$ cat config.mk
export PLATFORM = sky130hd
export DESIGN_NAME = trig_seq
export DESIGN_NICKNAME = d
export VERILOG_FILES = /design/src/rtl/trig_seq.sv
export SDC_FILE = /design/constraint.sdc
export NUM_CORES = 1
export LEC_CHECK = 0
export CAP_MARGIN = 20
export CORE_ASPECT_RATIO = 0.7
export CORE_MARGIN = 4
export CORE_UTILIZATION = 51
export CTS_BUF_LIST = sky130_fd_sc_hd__clkbuf_8
export DETAILED_ROUTE_END_ITERATION = 8
export PLACE_DENSITY = 0.78
export SLEW_MARGIN = 0
export SYNTH_ARGS = -nofsm -noshare
export SYNTH_HDL_FRONTEND = slang
export SYNTH_SLANG_ARGS = --single-unit
$ cat constraint.sdc
create_clock -name clk -period 5.82 [get_ports clk]
set_input_delay 1.746 -clock clk [delete_from_list [all_inputs] [get_ports clk]]
set_output_delay 1.746 -clock clk [all_outputs]
set_load 0.005 [all_outputs]
$ cat src/rtl/trig_seq.sv
`default_nettype none
// ============================================================================
// Module   : trig_seq
// Brief    : Burst trigger sequencer - N pulses of W cycles, P cycles apart.
// Revision : 1.0
// ============================================================================
module trig_seq #(
    parameter int PER_W = 32,
    parameter int WID_W = 20,
    parameter int CNT_W = 8
) (
    input  logic             clk,
    input  logic             rst,
    input  logic             start,
    input  logic             abort,
    input  logic [PER_W-1:0] period,
    input  logic [WID_W-1:0] width,
    input  logic [CNT_W-1:0] burst,
    output logic             trig,
    output logic             busy,
    output logic             done,
    output logic [CNT_W-1:0] pulse_cnt
);

    // Wide enough to hold W+1 without truncation before the period clamp.
    localparam int EXT_W = ((PER_W > WID_W) ? PER_W : WID_W) + 1;

    typedef enum logic [1:0] {
        S_IDLE = 2'd0,
        S_HIGH = 2'd1,
        S_LOW  = 2'd2,
        S_DONE = 2'd3
    } state_t;

    state_t             r_state;
    state_t             w_state_nxt;
    logic               w_accept;
    logic               w_enter_high;

    logic               r_trig;
    logic               r_done;
    logic [CNT_W-1:0]   r_cnt;
    logic [WID_W-1:0]   r_wcnt;
    logic [PER_W-1:0]   r_pcnt;
    logic [WID_W-1:0]   r_w;
    logic [EXT_W-1:0]   r_p;
    logic [CNT_W-1:0]   r_n;

    logic [WID_W-1:0]   w_w;
    logic [EXT_W-1:0]   w_w_plus1;
    logic [EXT_W-1:0]   w_period_ext;
    logic [EXT_W-1:0]   w_p;

    // Effective configuration: W >= 1 and P >= W+1 so every LOW phase is non-empty.
    always_comb begin
        w_w          = (width == '0) ? WID_W'(1) : width;
        w_w_plus1    = {{(EXT_W-WID_W){1'b0}}, w_w} + EXT_W'(1);
        w_period_ext = {{(EXT_W-PER_W){1'b0}}, period};
        w_p          = (w_period_ext < w_w_plus1) ? w_w_plus1 : w_period_ext;
    end

    assign w_accept = (r_state == S_IDLE) && start && !abort;

    always_comb begin
        w_state_nxt  = r_state;
        w_enter_high = 1'b0;
        case (r_state)
            S_IDLE: begin
                if (w_accept) begin
                    if (burst == '0) begin
                        w_state_nxt = S_DONE;
                    end else begin
                        w_state_nxt  = S_HIGH;
                        w_enter_high = 1'b1;
                    end
                end
            end
            S_HIGH: begin
                if (abort) begin
                    w_state_nxt = S_DONE;
                end else if (r_wcnt == r_w) begin
                    w_state_nxt = (r_cnt < r_n) ? S_LOW : S_DONE;
                end
            end
            S_LOW: begin
                if (abort) begin
                    w_state_nxt = S_DONE;
                end else if ({{(EXT_W-PER_W){1'b0}}, r_pcnt} == r_p) begin
                    w_state_nxt  = S_HIGH;
                    w_enter_high = 1'b1;
                end
            end
            S_DONE: begin
                w_state_nxt = S_IDLE;
            end
            default: begin
                w_state_nxt = S_IDLE;
            end
        endcase
    end

    always_ff @(posedge clk) begin
        if (rst) begin
            r_state <= S_IDLE;
            r_trig  <= 1'b0;
            r_done  <= 1'b0;
            r_cnt   <= '0;
            r_wcnt  <= '0;
            r_pcnt  <= '0;
            r_w     <= '0;
            r_p     <= '0;
            r_n     <= '0;
        end else begin
            r_state <= w_state_nxt;
            r_trig  <= (w_state_nxt == S_HIGH);
            r_done  <= (w_state_nxt == S_DONE);

            if (w_accept) begin
                r_w   <= w_w;
                r_p   <= w_p;
                r_n   <= burst;
                r_cnt <= '0;
            end

            // Both counters restart at 1 on each rising edge of trig.
            if (w_enter_high) begin
                r_cnt  <= (r_state == S_IDLE) ? CNT_W'(1) : r_cnt + CNT_W'(1);
                r_wcnt <= WID_W'(1);
                r_pcnt <= PER_W'(1);
            end else if (r_state == S_HIGH || r_state == S_LOW) begin
                if (r_state == S_HIGH) begin
                    r_wcnt <= r_wcnt + WID_W'(1);
                end
                r_pcnt <= r_pcnt + PER_W'(1);
            end
        end
    end

    assign trig      = r_trig;
    assign done      = r_done;
    assign busy      = (r_state != S_IDLE);
    assign pulse_cnt = r_cnt;

endmodule
`default_nettype wire

==> summary.md, run 1 <==
| Metric | Value |
|---|---|
| Crit-path max FO | 19 |
| Crit path time final | 5.59 ns |
| Clock Skew | between 0.015 and 0.02 ns |
| Post-DP HPWL | roughly 13 mm |
| RSZ-0062 raised after global routing | no |
| Cell variety after synth | 54 |
| Fraction of registers with async set/reset | 0% |
| R2R cell count | 7 |
| Predominant post-synthesis flop cell | dfxtp_1 |
| Arrival time worst endpoint | ~5.9 ns |
| Residual DRC | 0 |
| Power Total | about 2.1 mW |
| Antenna Nets Post-Route | 0 |
| R2r setup slk | around 3.1 ns |
| Clock Sinks | 124 |
| Num ports | 75 |
| CP most frequent cell | nand3_1 |
| FF+latch count, synth | about 120 |
| Num CTS Buffers | 17 |
| Net Sw Frac | 32.9% |
| Placed insts | approximately 1.1k |
| CP Data Required Time | 6.14 ns |
| Worst slew pin tran | a little over 0.8 ns |
| Critical path class | primary input to flip-flop |
| Count of warnings emitted by yosys | 0 |
| Initial Utilization | 52.0% |
| CTS tree | yes |
| Switch Pwr | around 0.69 mW |
| DRT Pass-1 Iters | 5 |
| Post-CTS Setup Inserts | 0 |
| IO buf count | 74 |
| Critical Path Max Stage Delay | a little under 0.5 ns |
| Syn Nets | between 900 and 1k |
| Sequential fraction of the synthesis area | roughly 36% |
| Power Dens Cells | roughly 260 mW/mm2 |
| Via Count | between 6k and 7k |
| Cell Count, Final, Fillers Out | ~1.1k |
| # resized after CTS | 0 |
| Int Pwr | roughly 1.4 mW |
| DP Area | about 0.008 mm2 |
| Post-synth EDFFs | 0 |
| Crit-path slowest cell | or2_2 |
| Share of post-route cells with drive strength above 1 | around 7.9% |
| Avg WL per Cell | between 15 and 20 um |
| Synthesized area per cell | roughly 8.4 um2 |
| Max Cap Violations | 0 |
| Congestion Overflow GR | 0 |
| Max Fclk | 179 MHz |
| First-pass GRT wire length | about 30 mm |
| Synthesized instance count | roughly 820 |
| Hold Path Class | flip-flop to flip-flop |
| CP Launch Point | width[7] |
| Post-CTS Hold Buffers | 0 |
| Final hold violation count | 0 |
| Sequential power share | a little under half |
| Clock Pin Slew Worst Setup and Hold Paths | 0.09 ns |
| Reg2reg end | pulse_cnt[7] |
| Row count | 35 |
| Fin. max-slew vios | 0 |
| P_leak | 3.06 nW |
| Reg2reg start | r_pcnt[25] |
| Status | complete, no violations |
| # fillers | between 1k and 1.5k |
| Final Cell Area | ~0.0082 mm2 |
| Vias in the first global route | 5853 |
| CP startpoint kind | primary input |
| Share of total power in combinational logic | about a fifth |
| Clk buf depth | 2 |
| RePlAce Congestion | 0.866 |
| Root Buffer | clkbuf_8 |
| Worst vdd ir | roughly 0.00014 V |
| DRT Wirelength | about 18 mm |
| GRT Total Usage | 23.9% |
| Skew-Pair Late Insertion Delay | between 0.4 and 0.5 ns |
| Die ar. | roughly 0.015 mm2 |
| Netlist Area Pre-Place | about 0.0069 mm2 |
| Slew margin rel. | roughly 45% |
| Die W | around 150 um |
| DR vias/cell | roughly 5.7 |
| Final Core Density | 62.4% |
| Setup-failing EPs final | 0 |
| Nets | 998 |
| Clk pwr share | between 30% and 40% |
| Core Footprint | between 0.01 and 0.015 mm2 |
| Diode count | 0 |
| Iteration-0 DRC Markers | 510 |
| Largest net degree at the start of global routing | about 90 |
| Initial antenna violation count | 0 |
| Synth-to-layout area growth | 20.0% |
| CP Capture Point | r_p[12] |
| Die Span Y | 105 um |
| Worst-path cell chain | clkdlybuf4s50_1 > nor4_1 > nand3_1 > o21bai_1 > ha_1 > nand3_1 > nor3_2 > and2_1 > nand3_1 > ha_1 > nor4_1 > nand2_1 > a311oi_1 > o31ai_1 > or2_2 > o311ai_1 |
| Tcrit/Tclk final | between 90% and 100% |
| H-tree levels | 4 |
| Crit path capture type | flip-flop |
area by class of cell:
class	count	area [um2]	share of cell area, %
inverter	21	78.8	0.958
clock inverter	14	114	1.38
multi-input combinational	635	4120	50.0
sequential	124	2480	30.2
timing repair buffer	101	958	11.6
tap	185	231	2.81
clock buffer	18	248	3.01
power by group through the flow:
stage | Sequential, mW | Combinational, mW | Clock, mW
3_3_place_gp | 0.969 | 0.424 | 0
5_1_grt | 0.958 | 0.491 | 0.749
3_5_place_dp | 0.970 | 0.431 | 0
6_report | 0.952 | 0.446 | 0.705
4_1_cts | 0.951 | 0.435 | 0.710
2_1_floorplan | 0.955 | 0.277 | 0
layout by cell type, fill, tap and decap left out, drive strengths merged, types with 8 or more instances in the layout:
| cell | n |
|---|---|
| clkbuf | 18 |
| o21ai | 8 |
| nand2 | 119 |
| clkdlybuf4s50 | 73 |
| nand4b | 17 |
| dfxtp | 124 |
| nand3b | 18 |
| nor2 | 71 |
| and3 | 23 |
| nand4 | 24 |
| nor3 | 8 |
| inv | 27 |
| nor4 | 24 |
| o311ai | 18 |
| ha | 34 |
| buf | 28 |
| a21o | 10 |
| nand3 | 31 |
| xnor2 | 54 |
| xor2 | 64 |
| a21oi | 55 |
synthesized netlist by cell type (17+ instances only):
library cell  number  area share (%)
a21oi_1           55             4.0
and3_1            23             2.1
clkbuf_1          22             1.2
dfxtp_1          124              36
ha_1              34             6.2
inv_1             21             1.1
nand2_1          119             6.5
nand3_1           31             2.3
nand3b_1          18             2.0
nand4_1           24             2.2
nand4b_1          17             2.2
nor2_1            71             3.9
nor4_1            22             2.0
o311ai_1          18             2.3
xnor2_1           54             6.9
xor2_1            64             8.2
state kept, by name, summed over array words and instances (netlist names):
name       cells
pulse_cnt      8
r_state        2
r_wcnt        20
done           1
r_w           20
r_p           32
trig           1
r_n            8
r_pcnt        32
logic make-up after synthesis:
group                      Yosys count  synth area share (%)
AOI/OAI and AO/OA                  117                  11.1
buffers and inverters               61                  3.98
DFF                                124                  36.2
xor gates and xnor gates           118                  15.1
muxes                                3                 0.456
and+or+nand+nor                    362                  27.0
adders and majority gates           34                  6.20
worst min path at each step:
stage | from | to | depth (start not counted)
2_1_floorplan | r_n[1] | r_n[1] | 2
3_3_place_gp | r_n[4] | r_n[4] | 2
3_5_place_dp | r_n[5] | r_n[5] | 2
4_1_cts | r_n[5] | r_n[5] | 2
5_1_grt | r_n[5] | r_n[5] | 2
6_report | r_n[5] | r_n[5] | 2
layer usage:
metal	share of wire, %	wire length, um	global-route usage, %
met1	48	8660	36.2
met2	41	7510	33.6
met3	9.7	1760	5.16
met4	1.5	266	7.18
met5	0	0	0
worst max-delay path: cells and delay by family:
family / cells / cell delay [ns]
buffers and inverters: 1 / 0.42
AO/OA/AOI/OAI: 4 / 1.13
adder cells (fa/ha/maj): 2 / 0.45
AND/OR/NAND/NOR: 9 / 2.16
through the flow:
step	setup slack (ns)	TNS [ns]	hold WS (ns)
after floorplan	0.900	0	0.436
after global placement	0.0724	0	0.443
after detailed placement	-0.0823	-0.192	0.447
after CTS	0.377	0	0.459
after global routing	0.0101	0	0.482
final	0.225	0	0.456
(Power assumes the default switching activity.)
==> run 2, diff against run 1 <==
- CAP_MARGIN: 20 -> 40
==> summary.md, run 2 (synthesis gave the netlist of run 1 again) <==
| Metric | Value |
|---|---|
| Most common cell after layout, fill and taps aside | dfxtp_1 |
| Root Buffer | clkbuf_8 |
| Die ar. | approximately 0.015 mm2 |
| Initial antenna violation count | 0 |
| RePlAce Congestion | a little under 0.9 |
| Biggest regs | r_p (32), r_pcnt (32) |
| Residual DRC | 0 |
| Clock Skew | roughly 0.011 ns |
| CTS tree | yes |
| Post-CTS Setup Inserts | 0 |
| Highest-count cells in the layout ignoring fill and taps | 124 x dfxtp_1, 119 x nand2_1, 73 x clkdlybuf4s50_1 |
| Slew margin rel. | 46.1% |
| CP startpoint kind | primary input |
| Critical path class | primary input to flip-flop |
| Fin. max-slew vios | 0 |
| Diode count | 0 |
| GRT Total Usage | between 20% and 30% |
| Arrival time worst endpoint | around 5.8 ns |
| Crit path capture type | flip-flop |
| Worst slew pin tran | 0.808 ns |
| Max Fclk | between 150 and 200 MHz |
| Antenna Nets Post-Route | 0 |
| Core Footprint | approximately 0.013 mm2 |
| Initial Utilization | a little over half |
| Post-DP HPWL | 13.2 mm |
| First-pass GRT wire length | between 30 and 40 mm |
| H-tree levels | 4 |
| Num ports | 75 |
| Skew-Pair Late Insertion Delay | 0.44 ns |
| Clk buf depth | 2 |
| P_leak | roughly 3.1 nW |
| Worst vdd ir | between 0.00015 and 0.0002 V |
| Largest net degree at the start of global routing | 88 |
| Avg WL per Cell | approximately 17 um |
| Clock Sinks | ~120 |
| Dpl ws | -0.0275 ns |
| # fillers | between 1k and 1.5k |
| Crit path time final | 5.48 ns |
| Congestion Overflow GR | 0 |
| Synth-to-layout area growth | 20.5% |
| Die Span Y | approximately 110 um |
| Nets | approximately 1000 |
| DRT Wirelength | 18.3 mm |
| Power Total | between 2 and 2.5 mW |
| Vias in the first global route | 5960 |
| DRT Pass-1 Iters | 6 |
| Num CTS Buffers | 17 |
| Power Dens Cells | 265 mW/mm2 |
| Status | complete, no violations |
| RSZ-0062 raised after global routing | no |
| DR vias/cell | 5.70 |
| IO buf count | 74 |
| Iteration-0 DRC Markers | 531 |
| R2r setup slk | about 3.1 ns |
| Setup-failing EPs final | 0 |
| Setup ws final | between 0.3 and 0.4 ns |
| # resized after CTS | 0 |
| Via Count | 6251 |
| CP Data Required Time | 6.14 ns |
| Max Cap Violations | 0 |
| Post-CTS Hold Buffers | 0 |
| Crit-path max FO | 19 |
| Tcrit/Tclk final | a little over nine tenths |
| Die W | 147 um |
| Final hold violation count | 0 |
| Share of post-route cells with drive strength above 1 | 7.89% |
| Row count | 35 |
| Hold Path Class | flip-flop to flip-flop |
| Clock Pin Slew Worst Setup and Hold Paths | 0.08 ns |
[run 2: per-stage QoR]
step           hold slack (ns)  instance area (um2)  TNS, ns  cells  utilization [%]
6_report                 0.456                 8270        0   1097             62.7
5_1_grt                  0.481                 8270        0   1097             62.7
4_1_cts                  0.458                 8260        0   1096             62.7
3_5_place_dp             0.447                 7850  -0.0275   1065             59.6
3_3_place_gp             0.443                 7830        0   1064             59.4
2_1_floorplan            0.436                 6860        0    819                -
[run 2: layer usage]
layer	share of wire, %	GRT usage (%)
met1	48	35.7
met2	42	35.0
met3	9.2	5.46
met5	0	0
met4	0.95	5.37
[run 2: final cells by class]
cell class	instances	area [um2]	area share (%)
inverters	21	78.8	0.954
clock buffers	17	234	2.83
repair buffers	101	951	11.5
flip-flops and latches	124	2480	30.0
well taps	185	231	2.80
clock inverters	14	171	2.07
multi-input cells	635	4120	49.8
[run 2: path summary, 6_finish.rpt]
check | from | endpoint | cells after the start
setup / recovery | width[7] | r_p[12] | 16
hold / removal | r_n[5] | r_n[5] | 2
setup reg to reg | r_state[0] | r_p[12] | 5
hold reg to reg | r_n[5] | r_n[5] | 2
[run 2: report_power, final]
part / switching, mW / internal, mW
sequential: 0.0512 / 0.902
combinational: 0.249 / 0.196
clock: 0.372 / 0.423
total: 0.672 / 1.52
[run 2: worst max-delay path, cell delays in order]
cell and delay, ns:
clkdlybuf4s50_1 0.42, nor4_1 0.32, nand3_1 0.22, o21bai_1 0.23, ha_1 0.20, nand3_1 0.12, nor3_2 0.27, and2_1 0.21
nand3_1 0.12, ha_1 0.25, nor4_1 0.18, nand2_1 0.18, a311oi_1 0.28, o31ai_1 0.19, or2_2 0.49, o311ai_1 0.36
==> run 3, diff against run 2 <==
- CELL_PAD_IN_SITES_DETAIL_PLACEMENT: not set -> 1
- CELL_PAD_IN_SITES_GLOBAL_PLACEMENT: not set -> 1
- CORE_UTILIZATION: 51 -> 44
- PLACE_DENSITY: 0.78 -> 0.87
==> summary.md, run 3 (synthesis gave the netlist of run 1 again) <==
| Metric | Value |
|---|---|
| Status | complete, no violations |
| Iteration-0 DRC Markers | between 400 and 500 |
| Final hold violation count | 0 |
| R2R cell count | 5 |
| CP startpoint kind | primary input |
| DRT Pass-1 Iters | 5 |
| Slew margin rel. | 43.5% |
| Tcrit/Tclk final | a little over nine tenths |
| IO buf count | 74 |
| Skew-Pair Late Insertion Delay | roughly 0.47 ns |
| Row count | 37 |
| Setup-failing EPs final | 0 |
| Power Total | about 2.3 mW |
| Largest net degree at the start of global routing | 61 |
| Die ar. | 0.0177 mm2 |
| HP Start | r_n[5] |
| Synth-to-layout area growth | 21.7% |
| Clock Skew | 0.0114 ns |
| RSZ-0062 raised after global routing | no |
| RePlAce Congestion | 0.885 |
| Clock Sinks | ~120 |
| Clock Pin Slew Worst Setup and Hold Paths | 0.08 ns |
| CP bufs+invs | 2 |
| Critical path class | primary input to flip-flop |
| CP top delay family | simple AND/OR/NAND/NOR gates |
| Setup ws final | 0.210 ns |
| P_leak | around 3.1 nW |
| Dpl ws | -0.334 ns |
| DRT Wirelength | around 22 mm |
| Share of post-route cells with drive strength above 1 | under 10% |
| Root Buffer | clkbuf_8 |
| Num CTS Buffers | 17 |
| Reg2reg start | r_state[1] |
| Final Cell Area | roughly 0.0083 mm2 |
| DP Area | 0.00788 mm2 |
| R2r setup slk | 2.96 ns |
| Avg WL per Cell | just under 20 um |
| Highest-count cells in the layout ignoring fill and taps | 124 x dfxtp_1, 119 x nand2_1, 73 x clkdlybuf4s50_1 |
| Max Fclk | around 180 MHz |
| GRT Total Usage | between 20 and 25% |
| Post-DP HPWL | roughly 16 mm |
| Num ports | 75 |
| Fin. max-slew vios | 0 |
| Setup TNS Final | 0 ns |
| Critical Path Max Stage Delay | between 0.4 and 0.5 ns |
| CP Data Required Time | 6.18 ns |
| Biggest regs | r_p (32), r_pcnt (32) |
| Residual DRC | 0 |
| Crit-path slowest cell | clkdlybuf4s50_1 |
| Congestion Overflow GR | 0 |
| Hold EP | r_n[5] |
| Vias in the first global route | 6535 |
| Max Cap Violations | 0 |
| Hold Path Class | flip-flop to flip-flop |
| Antenna Nets Post-Route | 0 |
| Die W | 157 um |
| Power Dens Cells | between 200 and 300 mW/mm2 |
| # fillers | 1825 |
| Min-Delay Path Depth | 2 |
| Via Count | 6429 |
| Worst vdd ir | between 0.0001 and 0.00015 V |
| Crit path time final | between 5 and 6 ns |
| Crit-path max FO | 18 |
| Most common cell after layout, fill and taps aside | dfxtp_1 |
| Initial antenna violation count | 0 |
| Core Footprint | approximately 0.015 mm2 |
| DR vias/cell | ~5.8 |
| Initial Utilization | between 40% and 50% |
| First-pass GRT wire length | around 34 mm |
| Diode count | 0 |
| Arrival time worst endpoint | 5.97 ns |
| Crit path capture type | flip-flop |
| CP most frequent cell | nand3_1 |
| Nets | 1001 |
| Worst slew pin tran | about 0.85 ns |
| Die Span Y | approximately 110 um |
| Worst-path cell chain | clkdlybuf4s50_1 > nor4_1 > nand3_1 > o21bai_2 > ha_1 > nand3_1 > nor3_4 > and2_1 > nand3_1 > ha_1 > nor4_1 > nand2_1 > a311oi_2 > o31ai_1 > or2_4 > buf_4 > o311ai_1 |
| CTS tree | yes |
| Clk buf depth | 2 |
| Reg2reg end | r_p[14] |
| H-tree levels | 4 |
==> run 3: cell types whose count changed in the layout (fill, tap and decap cells not counted) <==
cell / previous run / this run
a311oi_1: 1 / 0
clkinvlp_4: 3 / 1
nor3_4: 0 / 1
nor3_2: 1 / 0
bufinv_16: 3 / 4
o21bai_2: 0 / 1
a311oi_2: 0 / 1
o21bai_1: 2 / 1
buf_4: 26 / 29
inv_1: 21 / 23
clkinv_2: 3 / 2
inv_6: 2 / 3
==> run 3: repair_timing <==
action	4_1_cts	5_1_grt
buffers inserted	0	1
setup endpoints to repair	0	21
gates resized for setup	0	3
hold buffers	0	0
==> run 3: area by class of cell <==
type	count	area, um2	share of cell area [%]
tap	195	244	2.92
multi-input combinational	635	4130	49.5
clock inverter	15	198	2.37
clock buffer	17	234	2.80
inverter	21	78.8	0.945
timing repair buffer	104	973	11.7
sequential	124	2480	29.8
==> run 3: how the worst max path moves through the flow <==
stage,slack [ns],cells past startpoint,startpoint,endpoint
final,0.21,17,width[11],r_p[12]
after global routing,0.01,17,width[11],r_p[12]
after CTS,0.13,17,width[11],r_p[12]
after detailed placement,-0.33,17,width[11],r_p[12]
after global placement,0.06,17,width[15],r_p[11]
after floorplan,0.90,17,width[11],r_p[0]
==> run 3: per-stage QoR <==
stage | utilization [%] | hold WS (ns) | std cells
final | 55.6 | 0.464 | 1111
after global routing | 55.6 | 0.486 | 1111
after CTS | 55.4 | 0.462 | 1109
after detailed placement | 52.5 | 0.452 | 1077
after global placement | 52.4 | 0.445 | 1076
after floorplan | - | 0.436 | 819
==> run 3: worst register-to-register path, stage by stage (launching register included) <==
cell      delay [ns]
dfxtp_1         0.35
inv_1           0.17
ha_1            0.33
and3_2          0.80
nand2b_1        0.61
o311ai_1        0.47
==> run 3: routing by layer <==
layer | GRT usage, % | up-vias | routed length [um]
met1 | 34.4 | 3145 | 10300
met5 | 0 | - | 0
met2 | 38.3 | 211 | 9650
met3 | 5.28 | 26 | 1550
met4 | 6.82 | 0 | 281
li1 | - | 3047 | -
==> run 3: power by group <==
part | switching [mW] | internal (mW) | leakage (nW)
Sequential | 0.0507 | 0.902 | 1.01
Clock | 0.383 | 0.467 | 0.223
Combinational | 0.270 | 0.197 | 1.90
